**src/rtl/demux4_pkg.sv**
```systemverilog
// demux4 shared types and sizing.
// Lane index and bit counter widths follow from four 8-bit lanes.
package demux4_pkg;

  localparam int LANES = 4;
  localparam int WIDTH = 8;

  typedef logic [1:0] lane_t;
  typedef logic [2:0] cnt_t;

endpackage

```
**src/rtl/demux4_deser_lane.sv**
```systemverilog
// One lane: MSB-first shift register, bit counter,
// and a single-word holding register with pending flag.
module lane_deser #(
  parameter int WIDTH = 8
) (
  input  logic             clk,
  input  logic             rst,
  input  logic             i_shift,
  input  logic             i_din,
  input  logic             i_drain,
  input  logic             i_flush,
  output logic [WIDTH-1:0] o_word,
  output logic             o_pend,
  output logic             o_ovr
);
  import demux4_pkg::*;

  logic [WIDTH-1:0] r_sh;
  logic [WIDTH-1:0] r_hold;
  cnt_t             r_cnt;
  logic             r_pend;

  logic [WIDTH-1:0] w_next;
  logic             w_shift;
  logic             w_done;

  assign w_shift = i_shift && !i_flush;
  assign w_next  = {r_sh[WIDTH-2:0], i_din};
  assign w_done  = w_shift &&
                   (r_cnt == cnt_t'(WIDTH-1));

  // A drain on the completing edge frees the slot.
  assign o_ovr  = w_done && r_pend && !i_drain;
  assign o_word = r_hold;
  assign o_pend = r_pend;

  always_ff @(posedge clk) begin
    if (rst) begin
      r_sh   <= '0;
      r_cnt  <= '0;
      r_hold <= '0;
      r_pend <= 1'b0;
    end else begin
      if (i_flush) begin
        r_sh  <= '0;
        r_cnt <= '0;
      end else if (w_shift) begin
        r_sh  <= w_next;
        r_cnt <= r_cnt + cnt_t'(1);
      end
      if (w_done && !o_ovr) begin
        r_hold <= w_next;
        r_pend <= 1'b1;
      end else if (i_drain) begin
        r_pend <= 1'b0;
      end
    end
  end

endmodule

```
**src/rtl/demux4_deser.sv**
```systemverilog
// 4-lane serial demux/deserializer with round-robin
// drain into one registered valid/ready byte port.
module demux4_deser #(
  parameter int LANES = 4,
  parameter int WIDTH = 8
) (
  input  logic             clk,
  input  logic             rst,
  input  logic             din,
  input  logic [1:0]       sel,
  input  logic             din_valid,
  input  logic             flush,
  input  logic             ovr_clr,
  output logic [WIDTH-1:0] out_data,
  output logic [1:0]       out_lane,
  output logic             out_valid,
  input  logic             out_ready,
  output logic [LANES-1:0] overrun
);
  import demux4_pkg::*;

  logic [WIDTH-1:0] w_word [LANES];
  logic [LANES-1:0] w_pend;
  logic [LANES-1:0] w_ovr;
  logic [LANES-1:0] w_shift;
  logic [LANES-1:0] w_drain;

  lane_t            w_gnt;
  lane_t            w_idx;
  logic             w_any;
  logic             w_load;

  logic [WIDTH-1:0] r_data;
  lane_t            r_lane;
  logic             r_valid;
  lane_t            r_ptr;
  logic [LANES-1:0] r_ovr;

  assign w_load = !r_valid || out_ready;

  // Scan downward so the lane closest to ptr wins.
  always_comb begin
    w_any = 1'b0;
    w_gnt = r_ptr;
    w_idx = r_ptr;
    for (int k = LANES - 1; k >= 0; k--) begin
      w_idx = r_ptr + lane_t'(k);
      if (w_pend[w_idx]) begin
        w_any = 1'b1;
        w_gnt = w_idx;
      end
    end
  end

  for (genvar g = 0; g < LANES; g++) begin : g_lane
    assign w_shift[g] = din_valid && !flush &&
                        (sel == lane_t'(g));
    assign w_drain[g] = w_load && w_any &&
                        (w_gnt == lane_t'(g));

    lane_deser #(
      .WIDTH (WIDTH)
    ) u_lane (
      .clk     (clk),
      .rst     (rst),
      .i_shift (w_shift[g]),
      .i_din   (din),
      .i_drain (w_drain[g]),
      .i_flush (flush),
      .o_word  (w_word[g]),
      .o_pend  (w_pend[g]),
      .o_ovr   (w_ovr[g])
    );
  end

  always_ff @(posedge clk) begin
    if (rst) begin
      r_data  <= '0;
      r_lane  <= '0;
      r_valid <= 1'b0;
      r_ptr   <= '0;
      r_ovr   <= '0;
    end else begin
      if (w_load) begin
        r_valid <= w_any;
        if (w_any) begin
          r_data <= w_word[w_gnt];
          r_lane <= w_gnt;
          r_ptr  <= w_gnt + lane_t'(1);
        end
      end
      // A new overrun outranks a simultaneous clear.
      r_ovr <= (ovr_clr ? '0 : r_ovr) | w_ovr;
    end
  end

  assign out_data  = r_data;
  assign out_lane  = r_lane;
  assign out_valid = r_valid;
  assign overrun   = r_ovr;

endmodule
```
**config.mk**
```make
export PLATFORM = sky130hd
export DESIGN_NAME = demux4_deser
export DESIGN_NICKNAME = d
export VERILOG_FILES = /design/src/rtl/demux4_pkg.sv /design/src/rtl/demux4_deser_lane.sv /design/src/rtl/demux4_deser.sv
export SDC_FILE = /design/constraint.sdc
export NUM_CORES = 1
export LEC_CHECK = 0
export CORE_MARGIN = 5
export CORE_UTILIZATION = 36
export DETAILED_ROUTE_END_ITERATION = 6
export GPL_ROUTABILITY_DRIVEN = 1
export GPL_TIMING_DRIVEN = 1
export MAX_ROUTING_LAYER = met4
export PLACE_DENSITY = 0.5
export SYNTH_ARGS = -nofsm -noshare
export SYNTH_HDL_FRONTEND = slang
export SYNTH_HIERARCHICAL = 1
export SYNTH_SLANG_ARGS = --single-unit
```
**constraint.sdc**
```tcl
create_clock -name clk -period 2.1 [get_ports clk]
set_input_delay 0.42 -clock clk [delete_from_list [all_inputs] [get_ports clk]]
set_output_delay 0.42 -clock clk [all_outputs]
set_load 0.05 [all_outputs]
```
After elaboration in Yosys (flattened, before gate mapping)
Cells that the tools add are included.

Register bits after elaboration: 93. Input port bits: 9. Output and inout port bits: 15. Word-level logic and storage cells: 123.

Add/sub/neg operators: 8. Order comparisons: 5. Eq/ne operators: 10. Mux-type cells: 28. Bitwise gates (word level): 2. Reduce and logical (&&, ||, !) cells: 49.

Operators with widths (count): logical AND 1 bit (30); binary-select mux 8 bit (select 2 bit) (1); 2-to-1 mux 1 bit (16); 2-to-1 mux 8 bit (2); adder 3 x 1 -> 3 bit, second input constant (4); equality test 3 bit, second input constant (4); less-than comparator 2 x 3 -> 1 bit, second input constant (4); logical NOT 1 bit (10); binary-select mux 1 bit (select 2 bit) (4); equality test 2 bit, second input constant (4); 2-to-1 mux 2 bit (4); nonzero test 2 bit (4); adder 2 x 1 -> 2 bit, second input constant (2); adder 2 bit, second input constant (2); equality test 2 x 1 -> 1 bit, second input constant (2); logical NOT 2 bit (2); 2-to-1 mux 4 bit (1); bitwise OR 4 bit (1); >= comparator 3 bit, second input constant (1); NOT 2 -> 3 bit (1); AND reduction 2 bit (1); OR reduction 2 bit (1); logical OR 1 bit (1).

Logic depth before layout (Yosys ltp)
Gate-level depths: netlist of the first run.

Depth after elaboration: 14. Mapped depth: 11. Depth with buffers taken out: 9.

Hierarchy
Netlist of the first run, hierarchy kept.

Modules (own cells, without submodules): lane_deser (g_lane[0].u_lane ...) (times used 3, cells each 75, area an instance 839.6 um^2, sequential area each 380.4 um^2); demux4_deser (times used 1, cells each 106, area an instance 967.2 um^2, sequential area each 340.3 um^2); lane_deser (g_lane[3].u_lane) (times used 1, cells each 75, area an instance 812.0 um^2, sequential area each 380.4 um^2).

Worst setup path before layout of the first run
Ideal clock, no wire load.

Path kind: register to register. Start: register g_lane[2].u_lane.r_pend. End: register g_lane[0].u_lane.r_hold[0]. Setup time: 0.072 ns. Data arrival time: 1.856 ns. Slack: 0.173 ns. Stages on the path, launching flop included: 11. Clock period less this slack: 1.927 ns. Path through: dfxtp_1 -> nor2_1 -> a211o_1 -> o211a_1 -> buf_4 -> buf_6 -> nor3_1 -> nand2b_4 -> nor2b_4 -> buf_6 -> mux2i_1.

Cells in the longest elaborated chain, start to end: 12.

RTL lines: from (decl) (RTL line demux4_deser_lane.sv:21) `logic r_pend;`; from (signal assigned) (RTL line demux4_deser_lane.sv:42) `r_pend <= 1'b0;`; from (signal assigned) (RTL line demux4_deser_lane.sv:53) `r_pend <= 1'b1;`; from (signal assigned) (RTL line demux4_deser_lane.sv:55) `r_pend <= 1'b0;`; binary-select mux 1 bit (select 2 bit) (RTL line demux4_deser.sv:48) `if (w_pend[w_idx]) begin`; 2-to-1 mux 1 bit (not written as such) (RTL line demux4_deser.sv:48); 2-to-1 mux 2 bit / 2-to-1 mux 1 bit (equally long branches) (4 in series) (RTL line demux4_deser.sv:48); logical NOT 2 bit / logical AND 1 bit (equally long branches) (RTL line demux4_deser.sv:59, demux4_deser.sv:58); logical AND 1 bit (*) (RTL line demux4_deser.sv:58) `assign w_drain[g] = w_load && w_any &&`; named net w_drain[0] (RTL line demux4_deser.sv:26) `logic [LANES-1:0] w_drain;`; logical NOT 1 bit (*) (RTL line demux4_deser_lane.sv:33) `assign o_ovr = w_done && r_pend && !i_drain;`; logical AND 1 bit (*) (RTL line demux4_deser_lane.sv:33); logical NOT 1 bit (*) (RTL line demux4_deser_lane.sv:51) `if (w_done && !o_ovr) begin`; logical AND 1 bit (*) (RTL line demux4_deser_lane.sv:51); to (signal assigned) (RTL line demux4_deser_lane.sv:52) `r_hold <= w_next;`; to (decl) (RTL line demux4_deser_lane.sv:19) `logic [WIDTH-1:0] r_hold;`.

Mark *: on every way through the listed nets, which the timed path passes. The rest lies on a longest branch. The select of a mux whose other input is x is not followed. A chain may end at the register's enable or synchronous reset.

Worst setup path after layout of the first run
Start: register g_lane[0].u_lane.r_pend. End: register g_lane[2].u_lane.r_hold[1].

Cells in the longest elaborated chain, start to end: 12.

RTL lines (RTL line): from (decl) (demux4_deser_lane.sv:21); from (signal assigned) (demux4_deser_lane.sv:42); from (signal assigned) (demux4_deser_lane.sv:53); from (signal assigned) (demux4_deser_lane.sv:55); binary-select mux 1 bit (select 2 bit) (demux4_deser.sv:48); 2-to-1 mux 1 bit (not written as such) (demux4_deser.sv:48); 2-to-1 mux 2 bit / 2-to-1 mux 1 bit (equally long branches) (4 in series) (demux4_deser.sv:48); equality test 2 bit / logical AND 1 bit (equally long branches) (demux4_deser.sv:59, demux4_deser.sv:58); logical AND 1 bit (*) (demux4_deser.sv:58); named net w_drain[2] (demux4_deser.sv:26); logical NOT 1 bit (*) (demux4_deser_lane.sv:33); logical AND 1 bit (*) (demux4_deser_lane.sv:33); logical NOT 1 bit (*) (demux4_deser_lane.sv:51); logical AND 1 bit (*) (demux4_deser_lane.sv:51); to (signal assigned) (demux4_deser_lane.sv:52); to (decl) (demux4_deser_lane.sv:19).

Marks and branches as above.

==> results of run 1 <==
worst paths after layout:
kind,start,end,slack [ps],cells after the start
worst max-delay path,g_lane[0].u_lane/o_pend,g_lane[2].u_lane/o_word[1],110,9
worst min-delay path,out_lane[0],out_lane[0],460,2
worst max register to register,g_lane[0].u_lane/o_pend,g_lane[2].u_lane/o_word[1],110,9
worst min register to register,out_lane[0],out_lane[0],460,2
metrics by stage:
step	setup WS (ps)	setup TNS, ps	cell area, µm²	std cells
after floorplan	173	0	4300	406
after global placement	-298	-12160	4880	590
after detailed placement	-278	-11270	4880	590
after CTS	20.8	0	5150	606
after global routing	9.29	0	5190	608
final	109	0	5190	608
layer usage:
metal | global-route usage (%) | up-vias | part of all wire (%)
li1 | - | 1474 | -
met1 | 17.9 | 1336 | 51
met2 | 19.9 | 29 | 44
met3 | 3.37 | 11 | 2.7
met4 | 5.21 | 0 | 1.7
met5 | - | - | 0
synthesized netlist by cell type:
| master | instances |
|---|---|
| mux2i_1 | 84 |
| nor2_1 | 25 |
| nor2b_4 | 4 |
| or2_1 | 4 |
| nand3b_1 | 8 |
| nand2_1 | 5 |
| and3_1 | 2 |
| nand2b_1 | 66 |
| o211a_1 | 1 |
| o221ai_1 | 8 |
| o21ai_0 | 1 |
| a211oi_2 | 1 |
| a21oi_1 | 12 |
| a211o_1 | 1 |
| nand3_1 | 1 |
| nand2_4 | 1 |
| o21ai_1 | 1 |
| buf_6 | 6 |
| nand3b_4 | 4 |
| nor4_1 | 1 |
| dfxtp_1 | 93 |
| and2b_1 | 1 |
| inv_1 | 2 |
| buf_2 | 2 |
| clkbuf_1 | 5 |
| nor3_1 | 2 |
| or4_4 | 1 |
| nor3b_1 | 1 |
| a211oi_1 | 1 |
| buf_4 | 8 |
| ha_1 | 8 |
| nand2b_4 | 4 |
| nor2_2 | 30 |
| nand2_2 | 1 |
| and3b_1 | 2 |
| xnor2_1 | 5 |
| nor2b_1 | 4 |
final cells by class:
| cell class | instances | area share, % |
|---|---|---|
| Inverter | 2 | 0.145 |
| Clock inverter | 1 | 0.0965 |
| Clock buffer | 15 | 5.16 |
| Timing Repair Buffer | 60 | 10.9 |
| Tap cell | 147 | 3.55 |
| Multi-Input combinational cell | 290 | 44.2 |
| Sequential cell | 93 | 36.0 |
flip-flops by register name (all words and copies together), names as in the netlist:
signal,count
g_lane.u_lane/o_pend,4
g_lane.u_lane/o_word,32
g_lane.u_lane/r_cnt,12
g_lane.u_lane/r_sh,28
out_data,8
out_lane,2
out_valid,1
overrun,4
r_ptr,2
power by group:
group	leakage (nW)	total, mW	internal (mW)	switching, mW
Combinational	0.959	0.134	0.0637	0.0702
Clock	0.134	1.52	0.868	0.649
Sequential	0.750	1.77	1.76	0.00137
kinds of logic (layout without fill, tap and decap cells):
logic type                 after synthesis  count (layout)
and+or+nand+nor                        167             167
DFF                                     93              93
muxes                                   84              84
AOI/OAI and AO/OA                       26              26
buffers and inverters                   23              78
adders and majority gates                8               8
xor gates and xnor gates                 5               5
critical path, stage by stage, from the launching register on:
cell      delay [ps]
dfxtp_4          360
nor2b_1          140
or4_4            540
nand2_4          100
nand2_2           60
nor2_2            90
nand2b_4         120
nor2b_4          160
buf_12           140
mux2i_1          200
timing repair:
item / in CTS / in global routing
resized for setup: 0 / 6
hold buffers: 0 / 0
buffers inserted: 0 / 2
endpoints found under the setup margin: 0 / 14
==> results.sh, run 1 <==
export IMPL_hold_viol=0
export IMPL_vias_per_cell=4.69
export IMPL_grt_pass1_wl_mm=14.7
export IMPL_final_antenna_net_count=0
export IMPL_period_share_pct=94.8
export IMPL_ctsRootBufferMaster="clkbuf_16"
export IMPL_setup_viol=0
export IMPL_clock_fmax_mhz=502
export IMPL_layout_drive_gt1_share_pct=21.9
export IMPL_grt_pass1_vias=2851
export IMPL_synth_area_leader_cell="dfxtp_1"
export IMPL_report_final_slew_viol_count=0
export IMPL_critPathArrivalTime_ps=2260
export IMPL_seq_area_frac_synth_pct=43.3
export IMPL_final_core_util_pct=43.7
export IMPL_cts_buffers=9
export IMPL_die_area_um2=14200
export IMPL_yosysTopAreaCellShare_pct=43.3
export IMPL_num_io_pins=24
export IMPL_die_w_um=119
export IMPL_floorplan_rows=40
export IMPL_synth_area_um2=4300
export IMPL_dp_hpwl_mm=6.42
export IMPL_path_class="flip-flop to flip-flop"
export IMPL_synthXorXnorAreaFrac_pct=1.02
export IMPL_portBuffers=23
export IMPL_die_h_um=119
export IMPL_seq_area_um2=1870
export IMPL_synth_compound_area_share_pct=4.16
export IMPL_synthMuxAreaShare_pct=19.6
export IMPL_firstDrtPassIters=4
export IMPL_synth_top_family_by_area="simple AND/OR/NAND/NOR gates"
export IMPL_yosys_warnings=6
export IMPL_clkTransAtPathRegs_ps=60
export IMPL_relSlewSlack_pct=62.7
export IMPL_layout_nets=473
export IMPL_grt_overflow=0
export IMPL_p_leak_nw=1.84
export IMPL_vdd_drop_max_mv=0.395
export IMPL_outcome="finished, final reports clean"
export IMPL_multi_input_area_um2=2290
export IMPL_hp_class="flip-flop to flip-flop"
export IMPL_tightest_slew_ps=560
export IMPL_netlist_top_cells_area="dfxtp_1 43%, mux2i_1 20%, nand2b_1 9.6%"
export IMPL_whs_ps=455
export IMPL_clk_latency_ps=350
export IMPL_drt_wl_total_mm=8.79
export IMPL_syn_area_per_cell_um2=10.6
export IMPL_crit_path_end_kind="flip-flop"
export IMPL_cts_buffer_depth=2
export IMPL_synth_seq_cells=93
export IMPL_antenna_found_initial=0
export IMPL_final_common_cell="dfxtp_1"
export IMPL_gp_congestion=0.721
export IMPL_finalCriticalPeriod_ps=1990
export IMPL_ys_types=37
export IMPL_clock_sinks=93
export IMPL_rsz0062_at_grt="false"
export IMPL_start_util_pct=36.2
export IMPL_cts_tree="done"
export IMPL_worstPathRequired_ps=2370
export IMPL_power_density_nw_per_um2=659
export IMPL_layout_common_cells="92 x dfxtp_1, 84 x mux2i_1, 66 x nand2b_1"
export IMPL_cp_start_kind="flip-flop"
export IMPL_core_region_area_um2=11900
export IMPL_drv_cap=0
export IMPL_n_antenna_cell=0
export IMPL_gr_usage_all_layers_pct=13.5
export IMPL_route_detailed_drc=0
export IMPL_htree_num_levels=3
export IMPL_grt_max_degree=42
export IMPL_crit_fanout=8
export IMPL_synth_nets=423
export IMPL_synthToLayoutAreaGrowth_pct=20.7
export IMPL_wl_per_cell_um=14.5
export IMPL_fin_worst_skew_ps=7.13
export IMPL_nFillCells=1166
export IMPL_vias=2850
export IMPL_synth_simple_gate_area_share_pct=25.8
export IMPL_synthAdderAreaFrac_pct=2.33
export IMPL_syn_inst=406
export IMPL_totalPowerFinal_mw=3.42
export IMPL_drt_iter0_drc=136
Power figures use the tool's default switching activity.
==> inputs of run 2 (changes only) <==
CORE_MARGIN = 10   (was 5)
GPL_TIMING_DRIVEN = 0   (was 1)
==> results.sh, run 2 (synthesis gave the netlist of run 1 again) <==
export IMPL_cts_buffers=9
export IMPL_power_switching_uw=720
export IMPL_start_util_pct=37.2
export IMPL_r2r_start="g_lane[3].u_lane/o_pend"
export IMPL_hold_viol=0
export IMPL_period_share_pct=100
export IMPL_htree_num_levels=3
export IMPL_dp_hpwl_mm=6.37
export IMPL_die_w_um=129
export IMPL_crit_path_end_kind="flip-flop"
export IMPL_layout_nets=462
export IMPL_clkPwrFrac_pct=44.5
export IMPL_cp_endpoint="g_lane[1].u_lane/o_word[7]"
export IMPL_num_io_pins=24
export IMPL_tightest_slew_ps=694
export IMPL_cts_tree="done"
export IMPL_rsz0062_at_grt="true"
export IMPL_reg2reg_slack_ps=-4
export IMPL_critPathArrivalTime_ps=2330
export IMPL_clkTransAtPathRegs_ps=60
export IMPL_power_frac_seq_pct=51.7
export IMPL_power_internal_mw=2.69
export IMPL_synthToLayoutAreaGrowth_pct=18.0
export IMPL_vdd_drop_max_mv=0.363
export IMPL_r2r_cells=10
export IMPL_setup_viol=2
export IMPL_path_class="flip-flop to flip-flop"
export IMPL_wl_per_cell_um=15.3
export IMPL_totalPowerFinal_mw=3.41
export IMPL_firstDrtPassIters=4
export IMPL_largest_register_ffs=32
export IMPL_crit_fanout=8
export IMPL_worst_slack_ps=-4.08
export IMPL_seq_area_um2=1870
export IMPL_ctsRootBufferMaster="clkbuf_16"
export IMPL_power_density_nw_per_um2=672
export IMPL_vias=2833
export IMPL_grt_max_degree=46
export IMPL_hp_class="flip-flop to flip-flop"
export IMPL_gp_congestion=0.747
export IMPL_p_leak_nw=1.77
export IMPL_finalCriticalPeriod_ps=2100
export IMPL_n_antenna_cell=0
export IMPL_report_final_slew_viol_count=0
export IMPL_floorplan_rows=39
export IMPL_globalRouteMet1Util_pct=15.1
export IMPL_dpl_cell_area_um2=4710
export IMPL_die_h_um=129
export IMPL_die_area_um2=16700
export IMPL_busiest_layer="met2"
export IMPL_grt_pass1_vias=2818
export IMPL_gr_usage_all_layers_pct=11.6
export IMPL_clock_fmax_mhz=475
export IMPL_antenna_found_initial=0
export IMPL_relSlewSlack_pct=53.8
export IMPL_layout_drive_gt1_share_pct=20.2
export IMPL_layout_common_cells="90 x dfxtp_1, 84 x mux2i_1, 66 x nand2b_1"
export IMPL_min_path_cells=2
export IMPL_worstPathRequired_ps=2330
export IMPL_grt_use_met2_pct=16.7
export IMPL_cp_start_kind="flip-flop"
export IMPL_critPathLaunch="g_lane[3].u_lane/o_pend"
export IMPL_route_detailed_drc=0
export IMPL_violations="negative setup slack"
export IMPL_drt_wl_total_mm=9.09
export IMPL_power_frac_comb_pct=3.7
export IMPL_vias_per_cell=4.78
export IMPL_grt_pass1_wl_mm=14.6
export IMPL_switching_share_pct=21.1
export IMPL_outcome="complete, but fails checks"
export IMPL_grtUsageMet3_pct=2.61
export IMPL_multi_input_area_um2=2310
export IMPL_grt_overflow=0
export IMPL_clock_sinks=93
export IMPL_final_common_cell="dfxtp_1"
export IMPL_drv_cap=0
export IMPL_whs_ps=465
export IMPL_nFillCells=1121
export IMPL_cts_buffer_depth=2
export IMPL_rr_endpoint="g_lane[1].u_lane/o_word[7]"
export IMPL_core_region_area_um2=11600
export IMPL_portBuffers=23
export IMPL_fin_worst_skew_ps=4.36
export IMPL_final_antenna_net_count=0
export IMPL_drt_iter0_drc=91
export IMPL_postLayoutCellArea_um2=5070
export IMPL_clk_latency_ps=340
## run 2: cell types whose count changed in the layout (fill, tap and decap cells not counted), moves of 2 or more
cell      previous run  this run
dfxtp_1             92        90
clkbuf_1             4         9
buf_2                1         3
dfxtp_4              1         3
nor2b_2              1         3
buf_6                0         3
buf_12               5         1
buf_8                0         2
nor2b_1              3         0
buf_4               32        13
## run 2: metal layers
layer  wire length (µm)  vias to the layer above
met3                329                       14
met4                154                        0
met1               4640                     1324
met2               3970                       39
li1                   -                     1456
met5                  0                        -
## run 2: power groups by stage
| stage | logic [mW] | registers, mW | clock network [mW] |
|---|---|---|---|
| after floorplan | 0.0810 | 1.81 | 0 |
| after global placement | 0.131 | 1.81 | 0 |
| after detailed placement | 0.131 | 1.81 | 0 |
| after CTS | 0.131 | 1.77 | 1.57 |
| after global routing | 0.140 | 1.76 | 1.63 |
| final | 0.128 | 1.76 | 1.52 |
## run 2: worst min path at each step
stage / endpoint / slack [ps] / startpoint
2_1_floorplan: g_lane[0].u_lane/o_word[0] / 450 / g_lane[0].u_lane/o_word[0]
3_3_place_gp: out_lane[1] / 450 / out_lane[1]
3_5_place_dp: out_lane[0] / 460 / out_lane[0]
4_1_cts: out_lane[0] / 470 / out_lane[0]
5_1_grt: g_lane[0].u_lane/o_word[5] / 490 / g_lane[0].u_lane/o_word[5]
6_report: out_lane[1] / 460 / out_lane[1]
## run 2: worst max-delay path, stage by stage, from the launching register on
cell and delay [ps]:
dfxtp_4 380, and3b_1 180, or4_4 540, nand2_4 100, buf_4 120, buf_4 110, nor2_1 40, nand2b_4 140
nor2b_4 130, buf_12 140, mux2i_1 120
## run 2: layout make-up
cell class	instances	area share [%]
tap	143	3.53
multi-input combinational	290	45.4
clock inverter	1	0.0986
clock buffer	15	5.28
inverter	2	0.148
buffer	20	3.01
timing repair buffer	29	5.57
sequential	93	36.9
## run 2: through the flow
stage	setup TNS, ps	cells	setup slack [ps]	utilization, %
2_1_floorplan	0	406	173	-
3_3_place_gp	-41850	572	-659	40.7
3_5_place_dp	-41600	572	-656	40.7
4_1_cts	-21.8	588	-21.8	43.1
5_1_grt	-1080	593	-73.5	43.9
6_report	-6.03	593	-4.08	43.9
## run 2: timing repair
item                       CTS  global route
hold buffers                 0             0
pin swaps                    0             2
setup endpoints to repair   90            40
resized for setup            5            14
buffers inserted             0             6
